## src/rtl/alu_issue_ctrl.sv

```systemverilog
// alu_issue_ctrl: command front-end for a combinational 4-bit ALU.
// Commands are queued in a DEPTH-entry FIFO, issued one at a time to the
// ALU, held for SETTLE cycles, captured, and returned in order on a
// valid/ready response channel.
//
// Ports:
//   clk, rst_n          clock, asynchronous active-low reset
//   cmd_valid/ready     command request handshake (ready = FIFO not full)
//   cmd_opcode/a/b      command payload
//   cmd_use_acc         take operand A from the accumulator (ALU_ACCUM_EN)
//   alu_opcode/A/B      registered drive to the ALU
//   alu_result/carry    ALU outputs, sampled at capture
//   rsp_valid/ready     response handshake
//   rsp_result/carry/opcode  captured response payload
//   busy                state not IDLE or FIFO non-empty
//
// Build option: define ALU_ACCUM_EN to add the 8-bit result accumulator.
module alu_issue_ctrl #(
   parameter int unsigned DEPTH  = 4,
   parameter int unsigned SETTLE = 1
) (
   input  logic       clk,
   input  logic       rst_n,
   input  logic       cmd_valid,
   output logic       cmd_ready,
   input  logic [2:0] cmd_opcode,
   input  logic [3:0] cmd_a,
   input  logic [3:0] cmd_b,
   input  logic       cmd_use_acc,
   output logic [2:0] alu_opcode,
   output logic [3:0] alu_A,
   output logic [3:0] alu_B,
   input  logic [7:0] alu_result,
   input  logic       alu_carry,
   output logic       rsp_valid,
   input  logic       rsp_ready,
   output logic [7:0] rsp_result,
   output logic       rsp_carry,
   output logic [2:0] rsp_opcode,
   output logic       busy
);

   localparam int unsigned PTR_W = $clog2(DEPTH);
   localparam int unsigned CNT_W = $clog2(DEPTH + 1);
   localparam int unsigned SET_W = (SETTLE > 1) ? $clog2(SETTLE) : 1;

   typedef enum logic [1:0] {
      IDLE  = 2'd0,
      DRIVE = 2'd1,
      RESP  = 2'd2
   } state_t;

   // ---------------- command FIFO ----------------
   logic [2:0]       mem_op_q [DEPTH];
   logic [3:0]       mem_a_q  [DEPTH];
   logic [3:0]       mem_b_q  [DEPTH];
   logic [PTR_W-1:0] wr_ptr_q, rd_ptr_q;
   logic [CNT_W-1:0] count_q;
   logic             full_c, empty_c, push_c, pop_c;

   assign full_c    = (count_q == CNT_W'(DEPTH));
   assign empty_c   = (count_q == '0);
   assign cmd_ready = !full_c;
   assign push_c    = cmd_valid && !full_c;

`ifdef ALU_ACCUM_EN
   logic mem_use_q [DEPTH];
   logic [7:0] acc_q, acc_d;
`else
   logic unused_use_acc;
   assign unused_use_acc = cmd_use_acc;
`endif

   // Payload storage needs no reset; validity is tracked by the pointers.
   always_ff @(posedge clk) begin
      if (push_c) begin
         mem_op_q[wr_ptr_q] <= cmd_opcode;
         mem_a_q[wr_ptr_q]  <= cmd_a;
         mem_b_q[wr_ptr_q]  <= cmd_b;
`ifdef ALU_ACCUM_EN
         mem_use_q[wr_ptr_q] <= cmd_use_acc;
`endif
      end
   end

   // Pointer and occupancy bookkeeping.
   always_ff @(posedge clk or negedge rst_n) begin
      if (!rst_n) begin
         wr_ptr_q <= '0;
         rd_ptr_q <= '0;
         count_q  <= '0;
      end else begin
         if (push_c) wr_ptr_q <= wr_ptr_q + PTR_W'(1);
         if (pop_c)  rd_ptr_q <= rd_ptr_q + PTR_W'(1);
         case ({push_c, pop_c})
            2'b10:   count_q <= count_q + CNT_W'(1);
            2'b01:   count_q <= count_q - CNT_W'(1);
            default: count_q <= count_q;
         endcase
      end
   end

   // Operand A as issued: accumulator low nibble when requested.
   logic [3:0] head_a_c;
`ifdef ALU_ACCUM_EN
   assign head_a_c = mem_use_q[rd_ptr_q] ? acc_q[3:0] : mem_a_q[rd_ptr_q];
`else
   assign head_a_c = mem_a_q[rd_ptr_q];
`endif

   // ---------------- issue FSM ----------------
   state_t           state_q, state_d;
   logic [SET_W-1:0] set_q, set_d;
   logic [2:0]       alu_op_q, alu_op_d;
   logic [3:0]       alu_a_q, alu_a_d, alu_b_q, alu_b_d;
   logic             rsp_valid_q, rsp_valid_d;
   logic [7:0]       rsp_result_q, rsp_result_d;
   logic             rsp_carry_q, rsp_carry_d;
   logic [2:0]       rsp_op_q, rsp_op_d;

   always_ff @(posedge clk or negedge rst_n) begin
      if (!rst_n) begin
         state_q      <= IDLE;
         set_q        <= '0;
         alu_op_q     <= '0;
         alu_a_q      <= '0;
         alu_b_q      <= '0;
         rsp_valid_q  <= 1'b0;
         rsp_result_q <= '0;
         rsp_carry_q  <= 1'b0;
         rsp_op_q     <= '0;
`ifdef ALU_ACCUM_EN
         acc_q        <= '0;
`endif
      end else begin
         state_q      <= state_d;
         set_q        <= set_d;
         alu_op_q     <= alu_op_d;
         alu_a_q      <= alu_a_d;
         alu_b_q      <= alu_b_d;
         rsp_valid_q  <= rsp_valid_d;
         rsp_result_q <= rsp_result_d;
         rsp_carry_q  <= rsp_carry_d;
         rsp_op_q     <= rsp_op_d;
`ifdef ALU_ACCUM_EN
         acc_q        <= acc_d;
`endif
      end
   end

   // Next-state: pop into the ALU drive regs, settle, capture, hand off.
   always_comb begin
      state_d      = state_q;
      set_d        = set_q;
      alu_op_d     = alu_op_q;
      alu_a_d      = alu_a_q;
      alu_b_d      = alu_b_q;
      rsp_valid_d  = rsp_valid_q;
      rsp_result_d = rsp_result_q;
      rsp_carry_d  = rsp_carry_q;
      rsp_op_d     = rsp_op_q;
      pop_c        = 1'b0;
`ifdef ALU_ACCUM_EN
      acc_d        = acc_q;
`endif
      case (state_q)
         IDLE: begin
            if (!empty_c) begin
               pop_c   = 1'b1;
               state_d = DRIVE;
            end
         end
         DRIVE: begin
            if (set_q == SET_W'(SETTLE - 1)) begin
               rsp_valid_d  = 1'b1;
               rsp_result_d = alu_result;
               rsp_carry_d  = alu_carry;
               rsp_op_d     = alu_op_q;
`ifdef ALU_ACCUM_EN
               acc_d        = alu_result;
`endif
               state_d      = RESP;
            end else begin
               set_d = set_q + SET_W'(1);
            end
         end
         RESP: begin
            if (rsp_ready) begin
               rsp_valid_d = 1'b0;
               if (!empty_c) begin
                  pop_c   = 1'b1;
                  state_d = DRIVE;
               end else begin
                  state_d = IDLE;
               end
            end
         end
         default: state_d = IDLE;
      endcase
      if (pop_c) begin
         alu_op_d = mem_op_q[rd_ptr_q];
         alu_a_d  = head_a_c;
         alu_b_d  = mem_b_q[rd_ptr_q];
         set_d    = '0;
      end
   end

   assign alu_opcode = alu_op_q;
   assign alu_A      = alu_a_q;
   assign alu_B      = alu_b_q;
   assign rsp_valid  = rsp_valid_q;
   assign rsp_result = rsp_result_q;
   assign rsp_carry  = rsp_carry_q;
   assign rsp_opcode = rsp_op_q;
   assign busy       = (state_q != IDLE) || !empty_c;

endmodule

```

## config.mk

```make
export PLATFORM = sky130hd
export DESIGN_NAME = alu_issue_ctrl
export DESIGN_NICKNAME = d
export VERILOG_FILES = /design/src/rtl/alu_issue_ctrl.sv
export SDC_FILE = /design/constraint.sdc
export NUM_CORES = 1
export LEC_CHECK = 0
export ABC_AREA = 1
export CAP_MARGIN = 20
export CORE_AREA = 2 2 68 134
export DETAILED_ROUTE_END_ITERATION = 10
export DIE_AREA = 0 0 70 136
export SETUP_SLACK_MARGIN = 0.1
export SLEW_MARGIN = 0
export SYNTH_ARGS = -nofsm -noshare
export SYNTH_HDL_FRONTEND = slang
export SYNTH_SLANG_ARGS = --single-unit
```

## constraint.sdc

```tcl
create_clock -name clk -period 4.6 [get_ports clk]
set_input_delay 0.69 -clock clk [delete_from_list [all_inputs] [get_ports clk]]
set_output_delay 0.69 -clock clk [all_outputs]
set_load 0.05 [all_outputs]
```

==> out/results.txt <==
core area - 8528 um2
Starting Density - 38.82%
layout cell share with drive strength beyond 1 - 7.769%
post-synthesis register bit count - 77
Worst Path Arrival - 1.86 ns
clock-pin transition on the worst setup and hold timing paths - 0.06 ns
Tmin final - 2.545 ns
grt ovf - 0
CP Capture Type - output port
First-pass DRT Iterations - 4
Starting DRT DRC Count - 161
I/O pin cnt - 51
Mean Syn Cell Area - 9.766 um2
Hold Slack - 0.4700 ns
Area contributors post-synth - edfxtp_1, dfrtp_1, nand2_1, inv_1, nand3_1
Final setup viols - 0
Clk Latency, worst-skew pair - 0.33 ns
Slew @ Worst Pin - 0.8188 ns
Layout Skew - 0.005736 ns
max frequency - 0.3929 GHz
count leader, synth - nand2_1
Async SR Flop Fraction - 42.86%
MaxCap Viol Count - 0
switching power - 0.001338 W
CTS hold repair buffers - 0
Sw Share - 41.95%
drc violations - 0
post-CTS setup repair buffer count - 0
number of vias in the routed layout - 2260
PortBufs - 49
Die W - 70 um
Clock Path Buffers - 2
GPL Wtd Cong - 0.7571
HP Class - register to register
die height - 136 um
RSZ-0062 raised after global routing - false
post-synth top area cell - edfxtp_1
Combinational Power Share - 43.0%
clk sinks - 77
clk root buf - clkbuf_16
Cells after DPL - 483
Final ANT Viol Nets - 0
diode count - 0
TritonCTS clock tree - done
final slew viol count - 0
sequential area share after synthesis - 64.85%
Syn Inst Count - 339
Vias/cell - 4.529
number of flops mapped to enable cells by yosys - 44
worst vdd ir - 0.0002183 V
status - finished, final reports clean
Row Count - 48
H-tree level count - 3
Final period util - 55.33%
Syn Nets - 370
Synth Warn # - 0
critical path class - register to output port
number of global-route vias before repair - 2332
Most used DFF post-synth - edfxtp_1
GRT Total Usage - 14.91%
drt total wl - 6342 um
worst endpoint required time - 3.91 ns
post_cts resized - 0
Post-synth top cells - nand2_1, inv_1, edfxtp_1
first-pass GRT wire length - 10720 um
WL/cell - 12.71 um
fin util - 49.40%
P_leak - 2.016 nW
Die ar. - 9520 um2
Num CTS Buffers - 9
Total Power - 0.003188 W
clock power share - 22.1%
Fin Setup TNS - 0 ns
Setup crit start kind - register
PD cells - 756.9 nW/um2
Max-slew headroom - 45.41%
Layout area overhead - 27.25%
Internal Power - 0.001851 W
largest net degree at the start of global routing - 34
synthesized area - 3311 um2
Yosys top cell area share - 39.91%
HPWL after DPL - 4479 um
initial antenna violation count - 0
post-layout net count - 425
maximum fanout along the worst path - 3
Finished Layout Cells - 499
Final Hold Fails - 0
Seq pwr share - 34.9%
Cell variety after synth - 19
[layout by cell type (no fill, tap or decap), types with 2 or more instances in the layout]
master	count
xor2_1	3
buf_4	4
inv_6	2
nand2_1	136
clkdlybuf4s50_1	49
edfxtp_1	44
buf_6	2
ha_1	5
clkbuf_16	9
inv_2	3
nor2_1	5
nand3_2	2
inv_1	61
o21ai_0	2
dfrtp_1	33
nand3_1	28
[worst max-delay path: stages (launching register included)]
cell	delay (ns)
dfrtp_1	0.37
inv_1	0.12
nand3_2	0.10
inv_1	0.14
nand3_1	0.09
clkdlybuf4s50_1	0.70
[stage by stage]
stage	area (um2)	setup slack, ns
after floorplan	3311	2.366
after global placement	3867	1.847
after detailed placement	3905	1.818
after CTS	4213	2.040
after global routing	4213	1.912
final	4213	2.055
[power groups by stage]
stage               Sequential [W]  Clock [W]  Combinational (W)
CTS                        0.00112   0.000722            0.00139
global route               0.00115   0.000758            0.00152
detailed placement         0.00113          0            0.00139
global placement           0.00112          0            0.00134
finish                     0.00111   0.000704            0.00137
floorplan                  0.00142          0           0.000685
[cell type report]
class,instances,area (um2)
Timing Repair Buffer,55,543.0
Clock inverter,6,68.82
Fill cell,778,4315
Inverter,64,240.2
Tap cell,100,125.1
Clock buffer,10,239.0
Multi-Input combinational cell,187,849.6
Sequential cell,77,2147
[path summary, 6_finish.rpt]
path	end	cells past startpoint	slack, ns	start
worst max-delay path	busy	5	2.05	count_q[1]
worst min-delay path	rsp_result[6]	2	0.47	rsp_result[6]
worst max register to register	count_q[2]	10	2.55	count_q[0]
worst min register to register	rsp_result[6]	2	0.47	rsp_result[6]
max in group asynchronous	alu_B[2]	2	3.53	rst_n
min in group asynchronous	wr_ptr_q[0]	2	0.76	rst_n
[logic make-up (layout without fill, tap and decap cells)]
family / Yosys count / after routing / share of synthesized area [%]
AND/OR/NAND/NOR: 174 / 174 / 21.54
flip-flops: 77 / 77 / 64.85
buffers and inverters: 75 / 135 / 9.486
adder cells (fa/ha/maj): 6 / 6 / 2.494
XOR/XNOR: 4 / 4 / 1.058
AO/OA/AOI/OAI: 3 / 3 / 0.5670
[registers in the layout (all words and copies together), names as in the netlist, 3 cells and up]
register,count
rsp_result,8
alu_A,4
mem_op_q,12
alu_opcode,3
count_q,3
mem_b_q,16
alu_B,4
rsp_opcode,3
mem_a_q,16
[per-layer routing]
layer  wire length, um  GRT usage [%]
met2              3430          26.19
met5                 0              0
met4               244          10.15
met1              2395          15.35
met3               271          3.706
Power figures use the tool's default switching activity.
